`src/rtl/md_if.sv`:
```
// Operand/result bundle between the register-file read ports, the control unit
// and the iterative multiply/divide engine.
interface md_if #(
    parameter int unsigned WIDTH = 32
);
    logic                 start;
    logic [WIDTH-1:0]     a;
    logic [WIDTH-1:0]     b;
    logic                 is_mult;
    logic                 is_unsigned;
    logic                 busy;
    logic                 done;
    logic [2*WIDTH-1:0]   result;
    logic                 div_by_zero;

    modport master (
        output start, a, b, is_mult, is_unsigned,
        input  busy, done, result, div_by_zero
    );

    modport slave (
        input  start, a, b, is_mult, is_unsigned,
        output busy, done, result, div_by_zero
    );
endinterface

```
`src/rtl/md_iterative.sv`:
```
// Radix-2 iterative multiply/divide engine with MIPS HI/LO semantics:
// shift-add multiply, restoring divide, sign fix-up in a final cycle.
module md_iterative #(
    parameter int unsigned WIDTH = 32,
    parameter int unsigned CNT_W = 6
) (
    input logic clk,
    input logic rst,
    md_if.slave bus
);
    localparam int unsigned W2  = 2 * WIDTH;
    localparam int unsigned W2P = W2 + 1;

    typedef enum logic [1:0] {
        S_IDLE,
        S_CALC,
        S_FIX,
        S_DONE
    } state_t;

    state_t            state_q, state_d;
    logic [CNT_W-1:0]  cnt_q, cnt_d;
    logic [W2P-1:0]    acc_q, acc_d;
    logic [WIDTH-1:0]  opnd_q, opnd_d;
    logic              mult_q, mult_d;
    logic              sign_a_q, sign_a_d;
    logic              sign_b_q, sign_b_d;
    logic              bz_q, bz_d;
    logic              busy_q, busy_d;
    logic              done_q, done_d;
    logic              dbz_q, dbz_d;
    logic [W2-1:0]     result_q, result_d;

    // Operand magnitudes; |min_int| fits as an unsigned WIDTH-bit value.
    logic             a_neg, b_neg;
    logic [WIDTH-1:0] mag_a, mag_b;
    assign a_neg = ~bus.is_unsigned & bus.a[WIDTH-1];
    assign b_neg = ~bus.is_unsigned & bus.b[WIDTH-1];
    assign mag_a = a_neg ? (~bus.a + WIDTH'(1)) : bus.a;
    assign mag_b = b_neg ? (~bus.b + WIDTH'(1)) : bus.b;

    // One shift-add multiply step: multiplier lives in the low half of acc.
    logic [WIDTH:0] mul_sum;
    logic [W2P-1:0] mul_step;
    assign mul_sum  = {1'b0, acc_q[W2-1:WIDTH]} + {1'b0, opnd_q};
    assign mul_step = acc_q[0] ? ({mul_sum, acc_q[WIDTH-1:0]} >> 1) : (acc_q >> 1);

    // One restoring divide step: acc holds {rem, quot}.
    logic [WIDTH:0]   div_shift;
    logic [WIDTH+1:0] div_diff;
    logic             div_ok;
    logic [W2P-1:0]   div_step;
    assign div_shift = acc_q[W2-1:WIDTH-1];
    assign div_diff  = {1'b0, div_shift} - {2'b00, opnd_q};
    assign div_ok    = (div_diff[WIDTH+1:WIDTH] == 2'b00);
    assign div_step  = div_ok ? {1'b0, div_diff[WIDTH-1:0], acc_q[WIDTH-2:0], 1'b1}
                              : {1'b0, div_shift[WIDTH-1:0], acc_q[WIDTH-2:0], 1'b0};

    // Sign correction; a zero divisor keeps the all-ones quotient untouched.
    logic [W2-1:0]    prod, prod_fix;
    logic [WIDTH-1:0] quot, rem, quot_fix, rem_fix;
    logic             neg_res;
    assign neg_res  = sign_a_q ^ sign_b_q;
    assign prod     = acc_q[W2-1:0];
    assign prod_fix = neg_res ? (~prod + W2'(1)) : prod;
    assign quot     = acc_q[WIDTH-1:0];
    assign rem      = acc_q[W2-1:WIDTH];
    assign quot_fix = (neg_res && !bz_q) ? (~quot + WIDTH'(1)) : quot;
    assign rem_fix  = sign_a_q ? (~rem + WIDTH'(1)) : rem;

    always_ff @(posedge clk or negedge rst) begin
        if (!rst) begin
            state_q  <= S_IDLE;
            cnt_q    <= '0;
            acc_q    <= '0;
            opnd_q   <= '0;
            mult_q   <= 1'b0;
            sign_a_q <= 1'b0;
            sign_b_q <= 1'b0;
            bz_q     <= 1'b0;
            busy_q   <= 1'b0;
            done_q   <= 1'b0;
            dbz_q    <= 1'b0;
            result_q <= '0;
        end else begin
            state_q  <= state_d;
            cnt_q    <= cnt_d;
            acc_q    <= acc_d;
            opnd_q   <= opnd_d;
            mult_q   <= mult_d;
            sign_a_q <= sign_a_d;
            sign_b_q <= sign_b_d;
            bz_q     <= bz_d;
            busy_q   <= busy_d;
            done_q   <= done_d;
            dbz_q    <= dbz_d;
            result_q <= result_d;
        end
    end

    always_comb begin
        state_d  = state_q;
        cnt_d    = cnt_q;
        acc_d    = acc_q;
        opnd_d   = opnd_q;
        mult_d   = mult_q;
        sign_a_d = sign_a_q;
        sign_b_d = sign_b_q;
        bz_d     = bz_q;
        busy_d   = busy_q;
        done_d   = 1'b0;
        dbz_d    = 1'b0;
        result_d = result_q;

        case (state_q)
            S_IDLE: begin
                if (bus.start) begin
                    mult_d   = bus.is_mult;
                    sign_a_d = a_neg;
                    sign_b_d = b_neg;
                    bz_d     = ~bus.is_mult & (bus.b == '0);
                    opnd_d   = bus.is_mult ? mag_a : mag_b;
                    acc_d    = {{(WIDTH+1){1'b0}}, (bus.is_mult ? mag_b : mag_a)};
                    cnt_d    = '0;
                    busy_d   = 1'b1;
                    state_d  = S_CALC;
                end
            end
            S_CALC: begin
                acc_d = mult_q ? mul_step : div_step;
                cnt_d = cnt_q + CNT_W'(1);
                if (cnt_q == CNT_W'(WIDTH - 1)) begin
                    state_d = S_FIX;
                end
            end
            S_FIX: begin
                result_d = mult_q ? prod_fix : {rem_fix, quot_fix};
                done_d   = 1'b1;
                dbz_d    = bz_q;
                state_d  = S_DONE;
            end
            S_DONE: begin
                busy_d  = 1'b0;
                state_d = S_IDLE;
            end
            default: begin
                busy_d  = 1'b0;
                state_d = S_IDLE;
            end
        endcase
    end

    assign bus.busy        = busy_q;
    assign bus.done        = done_q;
    assign bus.result      = result_q;
    assign bus.div_by_zero = dbz_q;
endmodule

```
`src/flat_wrapper.sv`:
```
// flat-port wrapper written by rule: the top's interface ports become plain ports
module md_iterative_flat 
#(
    parameter int unsigned WIDTH = 32,
    parameter int unsigned CNT_W = 6
)
  (clk, rst, bus_start, bus_a, bus_b, bus_is_mult, bus_is_unsigned, bus_busy, bus_done, bus_result, bus_div_by_zero);
  md_if #(.WIDTH(WIDTH)) bus_i ();
  input logic clk;
  input logic rst;
  input wire logic [$bits(bus_i.start)-1:0] bus_start;
  input wire logic [$bits(bus_i.a)-1:0] bus_a;
  input wire logic [$bits(bus_i.b)-1:0] bus_b;
  input wire logic [$bits(bus_i.is_mult)-1:0] bus_is_mult;
  input wire logic [$bits(bus_i.is_unsigned)-1:0] bus_is_unsigned;
  output wire logic [$bits(bus_i.busy)-1:0] bus_busy;
  output wire logic [$bits(bus_i.done)-1:0] bus_done;
  output wire logic [$bits(bus_i.result)-1:0] bus_result;
  output wire logic [$bits(bus_i.div_by_zero)-1:0] bus_div_by_zero;
  assign bus_i.start = bus_start;
  assign bus_i.a = bus_a;
  assign bus_i.b = bus_b;
  assign bus_i.is_mult = bus_is_mult;
  assign bus_i.is_unsigned = bus_is_unsigned;
  assign bus_busy = bus_i.busy;
  assign bus_done = bus_i.done;
  assign bus_result = bus_i.result;
  assign bus_div_by_zero = bus_i.div_by_zero;
  md_iterative #(.WIDTH(WIDTH), .CNT_W(CNT_W)) u_core (.clk(clk), .rst(rst), .bus(bus_i));
endmodule
```
`config.mk`:
```
export PLATFORM = sky130hd
export DESIGN_NAME = md_iterative_flat
export DESIGN_NICKNAME = d
export VERILOG_FILES = /design/src/rtl/md_if.sv /design/src/rtl/md_iterative.sv /design/src/flat_wrapper.sv
export SDC_FILE = /design/constraint.sdc
export NUM_CORES = 1
export LEC_CHECK = 0
export CAP_MARGIN = 10
export CORE_ASPECT_RATIO = 1.25
export CORE_MARGIN = 2
export CORE_UTILIZATION = 60
export CTS_CLUSTER_DIAMETER = 50
export DETAILED_ROUTE_END_ITERATION = 6
export GPL_TIMING_DRIVEN = 0
export PLACE_DENSITY = 0.94
export SYNTH_ARGS = -nofsm -noshare
export SYNTH_HDL_FRONTEND = slang
export SYNTH_SLANG_ARGS = --single-unit
```
`constraint.sdc`:
```
create_clock -name clk -period 3.9 [get_ports clk]
set_input_delay 0.585 -clock clk [delete_from_list [all_inputs] [get_ports clk]]
set_output_delay 0.585 -clock clk [all_outputs]
set_load 0.05 [all_outputs]
```
# Yosys cells after proc, flatten, opt, wreduce, memory -nomap -nowiden
# Cells that the tools add are included.
# W data, S select, Z words.
# word_totals
elab_cells	70
out_inout_bits	67
in_bits	69
regBits	176
# classes
n_mux	22
addsub	8
n_eq_ne	6
bitwise	11
reduce_logical	11
# op_table
operator	count
$mux W64	4
$mux W32	6
$mux W65	2
$pmux W65 S2	1
$add A32 B1 Y32 const B	4
$not A32 Y32	4
$add A64 B1 Y64 const B	1
$not A64 Y64	1
$sub A33 B32 Y34	1
$add A32 B32 Y33	1
$logic_not A32 Y1	1
$pmux W6 S2	1
$pmux W2 S4	1
$reduce_and A2 Y1	4
$add A6 B1 Y6 const B	1
$eq A6 B5 Y1 const B	1
$mux W6	1
$eq A2 B2 Y1 const B	2
$logic_not A2 Y1	2
$mux W2	2
$reduce_bool A2 Y1	2
$and A1 B1 Y1	3
$mux W1	3
$eq A2 B1 Y1 const B	1
7 further kinds	8

# Longest topological paths before layout
# Gate-level depths: netlist of the first run.
# depth
depth_word	6
depth_mapped	16

# Worst setup path after synthesis of the first run
# OpenSTA, ideal clock, no wires.
# synth_timing
path_kind	flip-flop to flip-flop
startpoint	register u_core.acc_q[31]
endpoint	register u_core.acc_q[47]
stages_incl_launch_ff	16
setup_slack_ns	0.519
period_less_slack_ns	3.381
arrival_ns	3.258
path_cell_list	dfrtp_1 -> inv_1 -> ha_1 -> inv_1 -> fa_1 -> a21o_1 -> a221o_1 -> o31ai_1 -> o221ai_1 -> nand2_1 -> a2bb2oi_2 -> mux2i_4 -> buf_2 -> mux2_2 -> o21ai_0 -> nand2_1
# synth_between
elab_chain_len	5
# synth_rtl
item	line	rtl
from (decl)	md_iterative.sv:23	logic [W2P-1:0] acc_q, acc_d;
from (signal assigned)	md_iterative.sv:75	acc_q <= '0;
from (signal assigned)	md_iterative.sv:88	acc_q <= acc_d;
$sub A33 B32 Y34 (*)	md_iterative.sv:54	assign div_diff = {1'b0, div_shift} - {2'b00, opnd_q};
$logic_not A2 Y1	md_iterative.sv:55	assign div_ok = (div_diff[WIDTH+1:WIDTH] == 2'b00);
$mux W64 (*)	md_iterative.sv:56	assign div_step = div_ok ? {1'b0, div_diff[WIDTH-1:0], acc_q[WIDTH-2:0], 1'b1}
$mux W65 (*)	md_iterative.sv:130	acc_d = mult_q ? mul_step : div_step;
$pmux W65 S2 (*)	md_iterative.sv:115	case (state_q)
# Every way passes the cells marked *; elsewhere a longest branch is shown, timed or not.
# A chain may end at the register's enable or synchronous reset.

# Worst setup path after layout of the first run
# layout_timing
startpoint	register u_core.acc_q[51]
endpoint	register u_core.acc_q[58]
# layout_between
elab_chain_len	5
elab_cells_between_ends	7
cone_classes	add/sub: 2; mux: 4; reduce/logical: 1
# layout_rtl
item	line
$sub A33 B32 Y34	md_iterative.sv:54
$logic_not A2 Y1	md_iterative.sv:55
$mux W64	md_iterative.sv:56
$mux W65 (*)	md_iterative.sv:130
$pmux W65 S2 (*)	md_iterative.sv:115
# Marks and branches as above.

==> results of run 1 <==
layout by cell type (no fill, tap or decap), types with 7 or more instances in the layout:
master	synthesis	final
xor2_1	71	71
nor2b_1	7	7
nor2_1	243	243
o41ai_1	9	9
dfrtp_1	175	174
a31oi_1	15	15
mux2_2	31	31
nand2b_1	23	23
and2_1	10	10
or3_1	10	10
and3_1	10	10
o221ai_1	9	8
o31ai_1	15	14
nor3_1	33	33
buf_4	2	8
a22o_1	8	8
o211ai_1	21	21
a21o_1	35	35
xnor2_1	108	108
a21oi_1	285	284
nor4_1	16	15
clkbuf_1	103	98
a211oi_1	35	35
o21ai_0	131	131
mux2i_1	38	38
or4_1	8	8
inv_1	74	73
clkbuf_16	0	17
nand2_1	148	148
ha_1	73	73
nand3_1	24	24
clkdlybuf4s50_1	0	133
o21bai_1	10	10
nand4_1	12	12
cell type report:
class / instances / area [um^2] / area share (%)
Clock inverter: 12 / 159 / 0.915
Buffer: 118 / 480 / 2.77
Tap cell: 330 / 413 / 2.38
Clock buffer: 20 / 467 / 2.69
Multi-Input combinational cell: 1526 / 9760 / 56.2
Timing Repair Buffer: 141 / 1420 / 8.17
Sequential cell: 175 / 4380 / 25.2
Inverter: 76 / 288 / 1.66
stage by stage:
stage          cells  power [mW]
2_1_floorplan   1896        12.1
3_3_place_gp    2360        15.4
3_5_place_dp    2361        15.7
4_1_cts         2396        17.7
5_1_grt         2398        19.2
6_report        2398        18.2
per-layer routing:
| layer | track usage, % | wire length [um] | vias up |
|---|---|---|---|
| met5 | 0 | 0 | - |
| met4 | 27.5 | 4280 | 0 |
| met3 | 7.30 | 4750 | 287 |
| met2 | 62.3 | 23900 | 998 |
| met1 | 46.9 | 18300 | 7344 |
| li1 | - | - | 7054 |
worst max-delay path, delay by kind of cell, from the launching register on:
family	cells	cell delay [ps]
adder cells (fa/ha/maj)	1	310
AND/OR/NAND/NOR	1	150
AO/OA/AOI/OAI	8	1710
buffers and inverters	2	610
flip-flops	1	610
multiplexers	1	270
where the power goes:
group          switching, mW  internal [mW]
clock network          0.833           1.02
logic                   7.96           4.60
registers               1.09           2.65
registers in the layout (all words and copies together), names as in the netlist:
register,count
u_core.bz_q,1
u_core.acc_q,64
u_core.state_q,2
u_core.bus.done,1
u_core.opnd_q,32
u_core.mult_q,1
u_core.sign_a_q,1
u_core.bus.result,64
u_core.sign_b_q,1
u_core.cnt_q,6
u_core.bus.div_by_zero,1
u_core.bus.busy,1
cell families (layout without fill, tap and decap cells):
| group | after synthesis | in the layout |
|---|---|---|
| AO/OA/AOI/OAI | 623 | 623 |
| AND/OR/NAND/NOR | 579 | 579 |
| buffers and inverters | 195 | 367 |
| XOR/XNOR | 179 | 179 |
| flip-flops | 175 | 175 |
| adder cells (fa/ha/maj) | 75 | 75 |
| multiplexers | 70 | 70 |
what timing repair did:
item | in CTS | in global routing
pin swaps | 1 | 3
resized for setup | 7 | 16
setup endpoints to repair | 41 | 34
setup buffers | 3 | 3
path summary, 6_finish.rpt:
| path | end | cells after the start | slack, ps | from |
|---|---|---|---|---|
| setup / recovery | u_core.acc_q[58]$_DFFE_PN0P_ | 13 | 70 | u_core.acc_q[51]$_DFFE_PN0P_ |
| hold / removal | u_core.acc_q[43]$_DFFE_PN0P_ | 1 | 50 | rst |
| setup reg to reg | u_core.acc_q[58]$_DFFE_PN0P_ | 13 | 70 | u_core.acc_q[51]$_DFFE_PN0P_ |
| hold reg to reg | u_core.bus.result[61]$_DFFE_PN0P_ | 2 | 520 | u_core.bus.result[61]$_DFFE_PN0P_ |
| max in group asynchronous | u_core.bus.result[40]$_DFFE_PN0P_ | 2 | 2880 | rst |
| min in group clk | u_core.bus.result[61]$_DFFE_PN0P_ | 2 | 520 | u_core.bus.result[61]$_DFFE_PN0P_ |
==> results.md, run 1 <==
- The flow ran to the end, and the final reports show no timing, DRC or antenna violations.
- In this run, post-CTS hold repair placed 0 buffers.
- The data arrival time at the worst-slack endpoint is 4130 ps.
- The final count of hold timing violations is 0.
- The buffer depth of the longest clock path is 2.
- In this design, the stage delay of the slowest critical-path cell is 610 ps.
- The congestion estimate from routability-driven global placement came to 1.05.
- The class of the tightest hold or removal check is primary input to async pin.
- The critical path endpoint category is a flip-flop.
- The portion of the post-synthesis area used by sequential elements is 29.5%.
- The final hold slack is 47.9 ps.
- Ranked by total cell area, the synthesized netlist is headed by dfrtp_1, a21oi_1, xnor2_1.
- The adder-cell area share of the yosys netlist is 6.42%.
- The TritonCTS clock tree is done.
- For this run, the number of Yosys warnings is 0.
- Adding up every negative setup slack in the final design gives 0 ps.
- The biggest fanout along the worst timing path is 10.
- The DRC violation count after routing is 0.
- The area share of xor/xnor cells in the synthesized design is 10.6%.
- The clock net in this run drives a total of 175 sinks.
- The remaining max-slew budget at the tightest pin is 36.0%.
- The count of antenna diodes in the layout is 0.
- Dividing the detail-routed wire length by the instance count gives 21.3 um.
- In this run the cell area measured after placement is 16600 um^2.
- The max-cap violation count is 0.
- The most used cell along the critical path is a21oi_1.
- The floorplan has 64 rows.
- The first detailed-routing pass ran for 7 iterations.
- The number of CTS-inserted buffers is 17.
- The distinct cell type count after synthesis is 80.
- The post-synthesis simple-gate area fraction is 18.5%.
- Setup repair after global routing could not meet its margin everywhere.
- The synthesized design contains 175 register bits.
- The cell at the root of the clock tree is clkbuf_16.
- STA puts the critical path data required time at 4200 ps.
- In this run the remaining antenna-violating nets after routing total 0.
- The net count of the finished layout is 2199.
- The number of nets handed over by synthesis was 2040.
- After detailed routing, the total wire length is 51200 um.
- The leakage power summed over all cells is 7.35 nW.
- The number of antenna violations at the first check in global routing came to 0.
- The total count of max-transition violations in the final report was 0.
- In the post-synthesis netlist, the cell with the most instances is a21oi_1.
- At the pin with the least slew margin, the transition time is 960 ps.
- After clock tree synthesis, the clock-pin slew on the worst setup and hold paths is 80 ps.
- During I/O placement, the number of pins put on the boundary was 136.
- The wire-length estimate of the detail-placed layout is 38700 um.
- The multiplexer share of the synthesized area is 5.06%.
- Among all stages on the critical path, the largest delay is contributed by dfrtp_1.
- Cells with a size suffix above 1 make up 6.00% of the layout.
- The async set-or-reset flop fraction in the synthesized netlist is 100%.
- The synthesized instance count is 1896.
- The area growth from synthesis to layout is 16.9%.
- After global routing the overflow that remains totals 0.
- Across the VDD grid, the largest voltage drop is 0.000618 V.
- The largest family of logic cells by synthesized area is compound AO/OA/AOI/OAI gates.
- The number of design-rule violations left by the first detailed-router iteration is 1814.
- The filler cell count is 1888.
- The floorplan step defined a die boundary enclosing 26000 um^2.
- The top cell type by area accounts for 29.5% of the synthesized area.
- The upper clock frequency limit is 0.261 GHz.
- The most used flip-flop cell after synthesis is dfrtp_1.
- The portion of the clock cycle consumed by the worst path in the final layout is 98.1%.
- The width of the die is 145 um.
- The type of the worst setup path is flip-flop to flip-flop.
- The post-layout minimum cycle time is 3830 ps.
- From bottom edge to top edge, the die measures 180 um.
- The share of the core filled with cells in the final layout is 71.1%.
- Averaged over all synthesized cells, the footprint is 7.84 um^2.
- The count of buffers inserted at the top-level ports is 134.
- The clock tree synthesis step divided the H-tree into 4 levels.
- The worst path setup slack after routing is 74.3 ps.
- The placement-stage worst setup slack is -504 ps.
- In the synthesized netlist, the cells that appear most often are a21oi_1, nor2_1, dfrtp_1.
- The cell taking the most area after synthesis is dfrtp_1.
- After routing the design area is 17400 um^2.
- The number of synthesized flops with an enable pin is 0.
- The clock latency reported for the late side of the worst-skew pair is 460 ps.
- Summing the areas of all compound-gate instances in the mapped netlist gives 24.9% of the synthesized area.
- The routed layout has 15700 vias.
- The pin count of the biggest net entering global routing is 125.
- The first global-routing pass estimated 79000 um of wire.
- Traced cell by cell, the critical path runs through ha_1, clkbuf_1, a21oi_1, o21ai_0, a2111oi_0, nor2_1, a211oi_1, a21oi_1, mux2i_4, buf_2, a21oi_1, o21ai_0, o211ai_1.
- The number of global-route vias before repair is 15000.
- For the final database, setup skew stands at 17.9 ps.
- Power spread over the standard cell area amounts to 1050 nW/um^2.
- After synthesis the cells add up to 14900 um^2.
- The global-route total usage across every layer is 39.0%.
- Using the TritonRoute via totals, the vias-per-cell ratio works out to 6.54.
- STA classifies the critical path startpoint as a flip-flop.
- The core region area is 24400 um^2.
- The initial standard-cell utilization of the core is 60.8%.
- Setup violations remaining at the end of the flow were counted as 0.
Power figures use the tool's default switching activity.
==> run 2, diff against run 1 <==
--- a/config.mk
+++ b/config.mk
@@ -5,9 +5,7 @@
 export SDC_FILE = /design/constraint.sdc
 export NUM_CORES = 1
 export LEC_CHECK = 0
-export CAP_MARGIN = 10
 export CORE_ASPECT_RATIO = 1.25
-export CORE_MARGIN = 2
 export CORE_UTILIZATION = 60
 export CTS_CLUSTER_DIAMETER = 50
 export DETAILED_ROUTE_END_ITERATION = 6
==> results.md, run 2 (synthesis gave the netlist of run 1 again) <==
- The first detailed-routing pass ran for 7 iterations.
- The HPWL after detailed placement is 38600 um.
- The remaining global-route overflow is 0.
- The cell at the root of the clock tree is clkbuf_16.
- Across all setup checks in the final design, the least slack found is 95.5 ps.
- The share of the core filled with cells in the final layout is 71.2%.
- Static timing analysis puts the maximum clock frequency at 0.263 GHz.
- The count of vias placed by the detailed router is 15700.
- The buffer depth of the longest clock path is 2.
- The final reports fail on design-rule violations.
- Clock-pin slew was measured on the worst setup and hold paths at 80 ps.
- Port buffering added 134 buffers.
- For this run, the post-layout net count is 2200.
- The power density over the cells is 1040 nW/um^2.
- The clock net in this run drives a total of 175 sinks.
- The total count of max-transition violations in the final report is 0.
- Adding up every negative setup slack in the final design gives 0 ps.
- The worst path in the final design needs a cycle of 3800 ps, including I/O delays and setup.
- In the layout the commonest cells are a21oi_1, nor2_1, dfrtp_1.
- The final count of hold timing violations is 0.
- The total area inside the core boundary comes to 24400 um^2.
- 136 I/O pins were placed.
- The global-route total usage across every layer is 41.1%.
- The number of antenna violations at the first check in global routing came to 0.
- The TritonCTS clock tree is done.
- After detailed routing, the number of remaining DRC violations is 4.
- The element type at the critical path start is a flip-flop.
- After detailed routing, the average wire length per cell comes to 21.4 um.
- The initial standard-cell utilization of the core is 60.8%.
- The depth of the worst register-to-register path is 15.
- The area added between synthesis and finish is 17.0%.
- Along the worst path, the maximum fanout reaches 10.
- The post-route clock skew is 22.1 ps.
- The design draws 18.1 mW.
- The setup violation total in the final timing report is 0.
- The residual antenna-violating net count after detailed routing is 0.
- Dividing the detail-routed via count by the number of cells gives 6.56.
- Setup repair after global routing left no endpoint under its margin.
- The worst setup path is captured at a flip-flop.
- The placed standard-cell area is 16600 um^2.
- The register-to-register setup slack is 100 ps.
- Entering global routing, the biggest net connects 131 pins.
- The final layout contains routed wiring with a total length of 51300 um.
- Across the run, the number of max-cap violations was 0.
- The most common library cell in the layout ignoring fill and taps is a21oi_1.
- At the worst endpoint, the required time is 4210 ps.
- The first-pass GRT wire length is 79000 um.
- The data arrival time at the worst-slack endpoint is 4120 ps.
- The number of hold buffers added after CTS was 0.
- The die boundary height is 178 um.
- The width of the die is 143 um.
- The share of cells above drive strength 1 is 6.28%.
- Measured against its own limit, the worst slew margin works out to 40.3%.
- The number of design-rule violations left by the first detailed-router iteration is 1798.
- The congestion estimate from routability-driven global placement came to 1.12.
- The worst vdd rail ir drop is 0.000670 V.
- The portion of the clock cycle consumed by the worst path in the final layout is 97.6%.
- CTS built an H-tree with a depth of 4.
- After floorplanning, the core was divided into 64 placement rows.
- The transition time of the tightest slew-check pin is 895 ps.
- The count of antenna diodes in the layout is 0.
- The clock latency reported for the late side of the worst-skew pair is 470 ps.
- The type of the worst setup path is flip-flop to flip-flop.
- The tightest min-delay check is of the primary input to async pin type.
- TritonCTS created 17 clock buffers.
- At the placement stage, the worst setup path has a slack of -463 ps.
- The number of global-route vias before repair was 15000.
- In this run the static leakage power is 7.34 nW.
- The cell area after layout is 17400 um^2.
- The total die area is 25400 um^2.
- The run finished, with violations left.
run 2: layout make-up:
type / count / area (um^2)
buffer: 118 / 477
clock inverter: 15 / 181
tap: 330 / 413
inverter: 76 / 285
sequential: 175 / 4380
clock buffer: 17 / 425
timing repair buffer: 142 / 1430
multi-input combinational: 1526 / 9790
fill: 1905 / 7040
run 2: layer usage:
layer,routed length [um],vias up,GRT usage (%)
met2,23900,998,68.1
li1,-,7067,-
met4,4420,0,31.3
met5,0,-,0
met3,4630,303,7.26
met1,18300,7363,47.1
run 2: timing repair:
item	4_1_cts	5_1_grt
pin swaps	1	2
gates cloned	0	0
setup endpoints to repair	46	34
setup buffers	4	3
resized for setup	8	18
run 2: path summary, 6_finish.rpt:
check / startpoint / endpoint
worst max-delay path: u_core.acc_q[31]$_DFFE_PN0P_ / u_core.acc_q[0]$_DFFE_PN0P_
worst min-delay path: rst / u_core.opnd_q[17]$_DFFE_PN0P_
worst max register to register: u_core.acc_q[31]$_DFFE_PN0P_ / u_core.acc_q[0]$_DFFE_PN0P_
worst min register to register: u_core.bus.result[52]$_DFFE_PN0P_ / u_core.bus.result[52]$_DFFE_PN0P_
max in group asynchronous: rst / u_core.bus.result[29]$_DFFE_PN0P_
min in group clk: u_core.bus.result[52]$_DFFE_PN0P_ / u_core.bus.result[52]$_DFFE_PN0P_
run 2: critical path: stages (launching register included):
cell and delay [ps]:
dfrtp_2 480, inv_1 90, ha_1 170, inv_1 60, fa_1 430, a21o_1 200
a221o_1 410, o31ai_4 270, o221ai_2 180, nand2_1 110, a2bb2oi_2 80, mux2i_4 290
clkbuf_2 450, o21ai_0 140, o21ai_0 170, o21ai_0 110
run 2: per-stage QoR:
| step | hold slack, ps | instances |
|---|---|---|
| after floorplan | 289 | 1896 |
| after global placement | 495 | 2360 |
| after detailed placement | 505 | 2361 |
| after CTS | 47.0 | 2397 |
| after global routing | 60.3 | 2399 |
| final | 33.1 | 2399 |
run 2: where the power goes:
group          leakage (nW)  internal, mW  switching (mW)
clock network         0.293         0.873           0.912
logic                  4.94          4.61            7.98
registers              2.11          2.65            1.08
total                  7.34          8.14            9.97
